`src/rtl/rle_index_seeker_pkg.sv`:
```
// rtl/rle_index_seeker_pkg.sv - shared decoder state encodings and snapshot field layout
package rle_index_seeker_pkg;

  typedef enum logic [1:0] {
    ST_FIRST = 2'b00,
    ST_LIT   = 2'b01,
    ST_RUN   = 2'b10
  } state_e;

  // Snapshot layout, LSB first: {run_value, last_sample, state}
  localparam int SNAP_STATE_LSB = 0;
  localparam int SNAP_STATE_W   = 2;
  localparam int SNAP_LAST_LSB  = SNAP_STATE_LSB + SNAP_STATE_W;

  function automatic int snap_run_lsb(input int sample_w);
    return SNAP_LAST_LSB + sample_w;
  endfunction

  function automatic int snap_width(input int sample_w);
    return 2 * sample_w + SNAP_STATE_W;
  endfunction

endpackage

```
`src/rtl/rle_index_seeker_span_check.sv`:
```
// rtl/rle_index_seeker_span_check.sv - tests whether a word's decoded span covers the seek target
module rle_span_check #(
  parameter int SAMPLE_W = 16,
  parameter int INDEX_W  = 60
) (
  input  logic [INDEX_W-1:0]  index_old,
  input  logic [INDEX_W-1:0]  index_new,
  input  logic [INDEX_W-1:0]  target,
  input  logic                is_run,
  input  logic [SAMPLE_W-1:0] sample,
  input  logic [SAMPLE_W-1:0] run_value,
  output logic                hit,
  output logic [SAMPLE_W-1:0] value
);

  logic [INDEX_W-1:0] offset;
  logic [INDEX_W-1:0] span_len;

  // Offset/length form equals index_old <= target < index_new and stays correct across index wrap.
  assign offset   = target - index_old;
  assign span_len = index_new - index_old;
  assign hit      = (offset < span_len);
  assign value    = is_run ? run_value : sample;

endmodule

```
`src/rtl/rle_index_seeker.sv`:
```
// rtl/rle_index_seeker.sv - RLE stream decoder tracking decoded index, with seek-to-index and state snapshot
module rle_index_seeker
  import rle_index_seeker_pkg::*;
#(
  parameter int SAMPLE_W = 16,
  parameter int INDEX_W  = 60,
  parameter int WORD_W   = 32
) (
  input  logic                  clk,
  input  logic                  rst_n,
  input  logic                  clear,
  input  logic [SAMPLE_W-1:0]   sample,
  input  logic                  sample_strobe,
  output logic [INDEX_W-1:0]    index,
  output logic [WORD_W-1:0]     word_count,
  input  logic [INDEX_W-1:0]    seek_target,
  input  logic                  seek_start,
  output logic                  seek_busy,
  output logic                  seek_done,
  output logic                  seek_miss,
  output logic [SAMPLE_W-1:0]   seek_sample,
  output logic [WORD_W-1:0]     seek_word,
  output logic [2*SAMPLE_W+1:0] state_out,
  input  logic                  state_load,
  input  logic [2*SAMPLE_W+1:0] state_in
);

  localparam int RUN_LSB = snap_run_lsb(SAMPLE_W);

  logic [INDEX_W-1:0]  index_q, index_d;
  logic [WORD_W-1:0]   word_count_q, word_count_d;
  logic [1:0]          state_q, state_d;
  logic [SAMPLE_W-1:0] last_sample_q, last_sample_d;
  logic [SAMPLE_W-1:0] run_value_q, run_value_d;
  logic [INDEX_W-1:0]  seek_target_q, seek_target_d;
  logic                seek_busy_q, seek_busy_d;
  logic                seek_done_q, seek_done_d;
  logic                seek_miss_q, seek_miss_d;
  logic [SAMPLE_W-1:0] seek_sample_q, seek_sample_d;
  logic [WORD_W-1:0]   seek_word_q, seek_word_d;

  logic                is_run;
  logic [INDEX_W-1:0]  step_inc;
  logic [INDEX_W-1:0]  index_next;
  logic                decode_en;
  logic [INDEX_W-1:0]  span_target;
  logic                span_hit;
  logic [SAMPLE_W-1:0] span_value;
  logic                already_passed;

  assign is_run         = (state_q == ST_RUN);
  assign step_inc       = is_run ? INDEX_W'(sample) : INDEX_W'(1);
  assign index_next     = index_q + step_inc;
  assign decode_en      = sample_strobe && !state_load;
  assign span_target    = seek_start ? seek_target : seek_target_q;
  assign already_passed = (seek_target < index_q);

  rle_span_check #(
    .SAMPLE_W (SAMPLE_W),
    .INDEX_W  (INDEX_W)
  ) u_span_check (
    .index_old (index_q),
    .index_new (index_next),
    .target    (span_target),
    .is_run    (is_run),
    .sample    (sample),
    .run_value (run_value_q),
    .hit       (span_hit),
    .value     (span_value)
  );

  always_comb begin
    index_d       = index_q;
    word_count_d  = word_count_q;
    state_d       = state_q;
    last_sample_d = last_sample_q;
    run_value_d   = run_value_q;
    seek_target_d = seek_target_q;
    seek_busy_d   = seek_busy_q;
    seek_done_d   = 1'b0;
    seek_miss_d   = seek_miss_q;
    seek_sample_d = seek_sample_q;
    seek_word_d   = seek_word_q;

    if (clear) begin
      index_d      = '0;
      word_count_d = '0;
      state_d      = ST_FIRST;
      seek_busy_d  = 1'b0;
      seek_miss_d  = 1'b0;
    end else begin
      if (state_load) begin
        state_d       = state_in[SNAP_STATE_LSB +: SNAP_STATE_W];
        last_sample_d = state_in[SNAP_LAST_LSB +: SAMPLE_W];
        run_value_d   = state_in[RUN_LSB +: SAMPLE_W];
      end else if (sample_strobe) begin
        word_count_d = word_count_q + WORD_W'(1);
        index_d      = index_next;
        case (state_q)
          ST_LIT: begin
            last_sample_d = sample;
            if (sample == last_sample_q) begin
              run_value_d = sample;
              state_d     = ST_RUN;
            end else begin
              state_d = ST_LIT;
            end
          end
          ST_RUN: begin
            state_d = (&sample) ? ST_RUN : ST_FIRST;
          end
          default: begin
            last_sample_d = sample;
            state_d       = ST_LIT;
          end
        endcase
      end

      // A fresh arm is checked against the word strobed in the same cycle.
      if (seek_start) begin
        seek_target_d = seek_target;
        seek_busy_d   = 1'b1;
        seek_miss_d   = 1'b0;
        if (decode_en && span_hit) begin
          seek_busy_d   = 1'b0;
          seek_done_d   = 1'b1;
          seek_sample_d = span_value;
          seek_word_d   = word_count_q;
        end else if (already_passed) begin
          seek_busy_d = 1'b0;
          seek_done_d = 1'b1;
          seek_miss_d = 1'b1;
        end
      end else if (seek_busy_q && decode_en && span_hit) begin
        seek_busy_d   = 1'b0;
        seek_done_d   = 1'b1;
        seek_sample_d = span_value;
        seek_word_d   = word_count_q;
      end
    end
  end

  always_ff @(posedge clk or negedge rst_n) begin
    if (!rst_n) begin
      index_q       <= '0;
      word_count_q  <= '0;
      state_q       <= ST_FIRST;
      last_sample_q <= '0;
      run_value_q   <= '0;
      seek_target_q <= '0;
      seek_busy_q   <= 1'b0;
      seek_done_q   <= 1'b0;
      seek_miss_q   <= 1'b0;
      seek_sample_q <= '0;
      seek_word_q   <= '0;
    end else begin
      index_q       <= index_d;
      word_count_q  <= word_count_d;
      state_q       <= state_d;
      last_sample_q <= last_sample_d;
      run_value_q   <= run_value_d;
      seek_target_q <= seek_target_d;
      seek_busy_q   <= seek_busy_d;
      seek_done_q   <= seek_done_d;
      seek_miss_q   <= seek_miss_d;
      seek_sample_q <= seek_sample_d;
      seek_word_q   <= seek_word_d;
    end
  end

  assign index       = index_q;
  assign word_count  = word_count_q;
  assign seek_busy   = seek_busy_q;
  assign seek_done   = seek_done_q;
  assign seek_miss   = seek_miss_q;
  assign seek_sample = seek_sample_q;
  assign seek_word   = seek_word_q;
  assign state_out   = {run_value_q, last_sample_q, state_q};

endmodule

```
`config.mk`:
```
export PLATFORM = sky130hd
export DESIGN_NAME = rle_index_seeker
export DESIGN_NICKNAME = d
export VERILOG_FILES = /design/src/rtl/rle_index_seeker_pkg.sv /design/src/rtl/rle_index_seeker_span_check.sv /design/src/rtl/rle_index_seeker.sv
export SDC_FILE = /design/constraint.sdc
export NUM_CORES = 1
export LEC_CHECK = 0
export ABC_CLOCK_PERIOD_IN_PS = 10800
export CAP_MARGIN = 20
export CELL_PAD_IN_SITES_DETAIL_PLACEMENT = 1
export CELL_PAD_IN_SITES_GLOBAL_PLACEMENT = 1
export CORE_ASPECT_RATIO = 1.1
export CORE_UTILIZATION = 35
export DETAILED_ROUTE_END_ITERATION = 12
export PLACE_DENSITY_LB_ADDON = 0.1
export SLEW_MARGIN = 20
export SYNTH_ARGS = -nofsm -noshare
export SYNTH_HDL_FRONTEND = slang
export SYNTH_SLANG_ARGS = --single-unit
```
`constraint.sdc`:
```
create_clock -name clk -period 10.8 [get_ports clk]
set_input_delay 1.62 -clock clk [delete_from_list [all_inputs] [get_ports clk]]
set_output_delay 1.62 -clock clk [all_outputs]
set_load 0.02 [all_outputs]
```
After elaboration in Yosys (flattened, before gate mapping)

Index checks and enable logic that the tools add are counted.

Register bits: 237
Word-level logic and storage cells: 83
Output and inout port bits: 177
Input bits: 116

Reduce and logical (&&, ||, !) cells: 18
$add $sub $neg: 4
Equal/unequal tests: 6
Order comparisons: 2
Bitwise gates (word level): 1
Mux-type cells: 41

Operators by type and width:

| kind                    | count |
|---|---|
| $mux W60                | 4 |
| $mux W16                | 12 |
| $mux W32                | 6 |
| $lt A60 B60 Y1          | 2 |
| $sub A60 B60 Y60        | 2 |
| $add A60 B16 Y60        | 1 |
| $add A32 B1 Y32 const B | 1 |
| $eq A16 B16 Y1          | 1 |
| $reduce_and A16 Y1      | 1 |
| $mux W1                 | 13 |
| $reduce_bool A2 Y1      | 6 |
| $mux W2                 | 5 |
| $reduce_and A3 Y1       | 2 |
| $reduce_bool A3 Y1      | 2 |
| $logic_and A1 B1 Y1     | 4 |
| $ne A2 B2 Y1 const B    | 2 |
| $pmux W2 S2             | 1 |
| $reduce_and A4 Y1       | 1 |
| $eq A2 B1 Y1 const B    | 1 |
| $eq A2 B2 Y1 const B    | 1 |
| $ne A2 B1 Y1 const B    | 1 |
| $reduce_and A2 Y1       | 1 |
| $logic_not A1 Y1        | 1 |
| $not A1 Y1              | 1 |

Longest topological paths before layout

Word-level depth: 9
Mapped depth: 47
Depth with buffers taken out: 41

Modules after synthesis

Synthesis repeated with hierarchy kept, for this count alone.

Cell total of the unflattened synthesis: 2693
Area total of the unflattened synthesis: 23346.1 sq um

By module, submodules not included:

| module           | sequential area each (sq um) | area each (sq um) | cells each | times used |
|---|---|---|---|---|
| rle_index_seeker | 5930.7                       | 15095.7           | 1524       | 1 |
| rle_span_check   | 0.0                          | 8250.4            | 1169       | 1 |

Worst setup path before layout

Ideal clock, no wire load.

Path kind: input port to flip-flop
Start point: input sample[9]
End point: register seek_sample_q[10] (netlist: seek_sample[10])
Setup time: 125 ps
Path buffers: 3
Cell stages on the path: 42
Required time: 10675 ps
Arrival time: 8742 ps
Slack: 1933 ps
Cells stage by stage: and2_1 ha_1 buf_2 and3_1 and4_1 o21a_1 nor2_1 nand2_1 a21o_1 a21o_1 a21oi_1 o21bai_1 xor2_1 ha_1 a21oi_1 o21ai_0 nor3b_1 a21oi_1 [6 not listed] o21a_1 a21oi_2 xnor2_1 ha_1 a21o_1 a21o_1 a21oi_1 nor2b_1 o21ai_0 nand2b_1 a21oi_1 o21ai_0 a21oi_1 a21oi_1 nor2_1 buf_1 buf_2 mux2_2

Word-level cells in the longest chain between the ends: 7
Elaborated cells between the ends (all ways): 9
Those cells by class: 2 x add/sub; 1 x order compare; 1 x eq/ne; 1 x mux; 4 x reduce/logical

Ends and longest elaborated chain:

| element                                                      | line                                             | RTL |
|---|---|---|
| start, declared                                              | rle_index_seeker.sv:12                           | `input logic [SAMPLE_W-1:0] sample,` |
| $mux W16 (*)                                                 | rle_index_seeker.sv:52                           | `assign step_inc = is_run ? INDEX_W'(sample) : INDEX_W'(1);` |
| $add A60 B16 Y60 (*)                                         | rle_index_seeker.sv:53                           | `assign index_next = index_q + step_inc;` |
| $sub A60 B60 Y60 (*)                                         | rle_index_seeker_span_check.sv:21                | `assign span_len = index_new - index_old;` |
| $lt A60 B60 Y1 (*)                                           | rle_index_seeker_span_check.sv:22                | `assign hit = (offset < span_len);` |
| $logic_and A1 B1 Y1, on equally long branches                | rle_index_seeker.sv:124, rle_index_seeker.sv:134 |  |
| $ne A2 B1 Y1 (no line) or $reduce_bool A2 Y1 (tied branches) | n/a                                              |  |
| $reduce_and A3 Y1 (no line) (*)                              | n/a                                              |  |
| end signal, assigned                                         | rle_index_seeker.sv:166                          | `seek_sample_q <= seek_sample_d;` |
| end, declared                                                | rle_index_seeker.sv:39                           | `logic [SAMPLE_W-1:0] seek_sample_q, seek_sample_d;` |

Every way passes the cells marked *; elsewhere a longest branch is shown, timed or not.
A chain may end at the register's enable or synchronous reset.

Worst setup path after layout

Start point: input sample[9]
End point: register seek_word_q[14] (netlist: seek_word[14])

Word-level cells in the longest chain between the ends: 7
Elaborated cells between the ends (all ways): 9
Those cells by class: 2 x add/sub; 1 x order compare; 1 x eq/ne; 1 x mux; 4 x reduce/logical

Ends and longest elaborated chain:

| element                                                      | line                                             | RTL |
|---|---|---|
| $mux W16 (*)                                                 | rle_index_seeker.sv:52                           |  |
| $add A60 B16 Y60 (*)                                         | rle_index_seeker.sv:53                           |  |
| $sub A60 B60 Y60 (*)                                         | rle_index_seeker_span_check.sv:21                |  |
| $lt A60 B60 Y1 (*)                                           | rle_index_seeker_span_check.sv:22                |  |
| $logic_and A1 B1 Y1, on equally long branches                | rle_index_seeker.sv:124, rle_index_seeker.sv:134 |  |
| $ne A2 B1 Y1 (no line) or $reduce_bool A2 Y1 (tied branches) | n/a                                              |  |
| $reduce_and A3 Y1 (no line) (*)                              | n/a                                              |  |
| end signal, assigned                                         | rle_index_seeker.sv:167                          | `seek_word_q <= seek_word_d;` |
| end, declared                                                | rle_index_seeker.sv:40                           | `logic [WORD_W-1:0] seek_word_q, seek_word_d;` |

Marks and branches as above.

==> out/qor.csv <==
stage;metric;value;unit
synthesis;ys_top_cells_by_area;dfrtp_1, ha_1, mux2_2, xnor2_1, a21oi_1;
final_layout;drive_gt1_share;12.6;%
power;combPwrFrac;41.0;%
clocking;clock_latency;0.57;ns
detailed_routing;via_per_inst;5.53;
clocking;post_cts_resize_count;0;
place;dp_hpwl;66.6;mm
detailed_routing;drcViolationCount;0;
worst_setup_path;cpMostUsedCell;a21oi_1;
synthesis;synthAdderAreaFrac;14.5;%
power;power.switching;1.49;mW
synthesis;synth_edf_count;0;
power;cellPowerDensity;145;nW/um^2
clocking;cts_setup_buffers;0;
synthesis;syn_area;22200;sq um
worst_setup_path;crit_slowest_cell;clkdlybuf4s50_1;
sta;slew_headroom;26.5;%
sta;post-route-min-period;9.82;ns
final_layout;mostFrequentLayoutCells;clkdlybuf4s50_1, ha_1, dfrtp_1;
worst_setup_path;start_kind;input port;
synthesis;synth-seq-cells;237;
sta;slew_violations;0;
sta;setup_violations;0;
final_layout;area.growth.synth_to_final;22.5;%
global_route;overflow;0;
synthesis;syn-num-nets;2855;
worst_setup_path;critical_path_class;in2reg;
worst_setup_path;crit_family;compound AO/OA/AOI/OAI gates;
synthesis;ys_seq_area_share;26.7;%
synthesis;synthArstFlopShare;100;%
synthesis;synth_top_family_by_area;compound AO/OA/AOI/OAI gates;
synthesis;synth_area_per_cell;8.94;sq um
clocking;cts.sinks;237;
detailed_routing;drt-total-wl;84.0;mm
worst_setup_path;max_stage_delay;0.55;ns
clocking;cts_buffers;34;
clocking;clock_tree.root_cell;clkbuf_16;
place;dp_cells;3538;
synthesis;yosysUniqueCellTypes;106;
global_route;grt_usage;25.8;%
synthesis;syn-instance-count;2483;
global_route;grt_pass1_wl;130;mm
synthesis;synth-xor-area-share;8.68;%
floorplanning;num_rows;96;
power;power.internal;2.44;mW
synthesis;synth.area.mux_share;10.8;%
sta;tightest_slew;1.09;ns
floorplanning;core;62600;sq um
final_layout;final_common_cell;clkdlybuf4s50_1;
synthesis;synth-simple-area-share;17.0;%
sta;report.final.hold_viol_count;0;
worst_setup_path;critPathCaptureType;flop;
place;port-buffer-count;292;
final_layout;final_nets;3113;
run_status;outcome;complete, no violations;
detailed_routing;drt_iter0_markers;885;
global_route;antenna_found_initial;6;
detailed_routing;firstDrtPassIters;5;
floorplanning;die_y;266;um
synthesis;synth_top_cell_by_area;dfrtp_1;
clocking;path_clk_slew;0.06;ns
sta;fin_worst_skew;0.0221;ns
detailed_routing;wl_per_cell;23.3;um
place;place_congestion;0.894;
synthesis;yosysTopAreaCellShare;26.7;%
global_route;grt_pass1_vias;21444;
sta;layout_setup_ws;0.978;ns
floorplanning;dieWidth;242;um
worst_setup_path;worstPathArrival;10.28;ns
power;p_leak;11.4;nW
global_route;grt_max_degree;148;
power;power.total;3.93;mW
sta;min_period_over_period;90.9;%
sta;fmax;0.102;GHz
sta;rsz0062_at_grt;false;
final_layout;n_fill_cell;7151;
floorplanning;ios;293;
power;vdd_drop_max;139;uV
clocking;htreeDepth;2;
clocking;cts_tree;built;
clocking;clockBufferDepth;3;
final_layout;stdcell_count;3598;
synthesis;synth_ff_type;dfrtp_1;
run;max-cap-violations;0;
power;clkPwrFrac;31.5;%
sta;finalSetupTns;0;ns
floorplanning;dieArea;64400;sq um
detailed_routing;vias;19879;
synthesis;synth_compound_area_share;18.8;%
synthesis;yosysWarnings;0;
power;swShare;38.0;%
worst_setup_path;cp.required;11.26;ns
worst_setup_path;path_buf_inv;2;
place;dp_slack;0.393;ns
power;seqPwrFrac;27.5;%
floorplanning;start_util;35.5;%
worst_setup_path;cp_max_fo;49;
clocking;cts-hold-fix-buffers;0;
detailed_routing;ant_nets;0;
hold_path;hold_path.class;reg2reg;
[final cells by class]
class | instances | area [sq um] | share of cell area, %
diodes | 1 | 2.50 | 0.00921
clock buffers | 46 | 976 | 3.59
clock inverters | 13 | 245 | 0.902
inverters | 110 | 413 | 1.52
multi-input cells | 2052 | 15500 | 57.1
flip-flops and latches | 237 | 5930 | 21.8
well taps | 833 | 1040 | 3.83
repair buffers | 306 | 3050 | 11.2
[synthesized netlist by cell type (10+ instances only)]
cell type	instances
nor2b_1	57
o21ai_0	106
nor4_1	11
and2_1	30
inv_1	108
nand3_1	49
o31ai_1	10
and3_1	14
mux2i_1	21
o21bai_1	23
nand2b_1	34
clkbuf_1	56
a211oi_1	55
a21oi_1	208
or3_1	11
nor2_1	211
nand4_1	64
a31oi_1	11
a21o_1	74
buf_1	12
mux2_2	191
ha_1	253
xnor2_1	133
nor3_1	30
xor2_1	87
nand2_1	168
dfrtp_1	237
o21a_1	18
o211ai_1	13
[power by group through the flow]
stage               clock (mW)  combinational [mW]  sequential [mW]
global route              1.30                1.78             1.10
finish                    1.24                1.61             1.08
floorplan                    0               0.986             1.14
detailed placement           0                1.61             1.10
global placement             0                1.57             1.09
CTS                       1.28                1.62             1.08
[cells by family (layout without fill, tap and decap cells)]
logic type | Yosys count | in the layout
compound gates | 628 | 628
xor+xnor | 220 | 220
fa+ha+maj | 256 | 256
buf+inv | 194 | 475
flops | 237 | 237
mux | 214 | 214
other cells | 0 | 1
simple gates | 734 | 734
[registers in the layout, indices dropped and copies added (netlist names)]
name and count:
seek_miss 1, seek_target_q 60, seek_busy 1, seek_done 1, seek_sample 16, run_value_q 16
index 60, state_q 2, word_count 32, last_sample_q 16, seek_word 32
[final timing paths]
path,from,end,slack (ns),depth (start not counted)
max reg2reg,state_q[0]$_DFFE_PN0P_,seek_word[14]$_DFFE_PN0P_,1.60,36
max in group asynchronous,rst_n,seek_target_q[52]$_DFFE_PN0N_,8.30,2
min reg2reg,seek_target_q[1]$_DFFE_PN0N_,seek_target_q[1]$_DFFE_PN0N_,0.50,1
min in group asynchronous,rst_n,seek_target_q[27]$_DFFE_PN0N_,1.10,1
max,sample[9],seek_word[14]$_DFFE_PN0P_,0.98,35
min,seek_target_q[1]$_DFFE_PN0N_,seek_target_q[1]$_DFFE_PN0N_,0.50,1
[through the flow]
step                      area, sq um  hold slack, ns  utilization [%]
after floorplan                 22200           0.475                -
after global placement          25900           0.483             41.5
after detailed placement        25900           0.492             41.5
after CTS                       27200           0.505             43.4
after global routing            27200           0.518             43.4
final                           27200           0.499             43.4
[layer usage]
metal | up-vias | GRT usage [%] | part of all wire, %
li1 | 9512 | - | -
met1 | 9855 | 31.1 | 42
met2 | 407 | 46.4 | 50
met3 | 95 | 5.89 | 5.5
met4 | 10 | 6.09 | 2.1
met5 | - | 0 | 0.086
(Power assumes the default switching activity.)
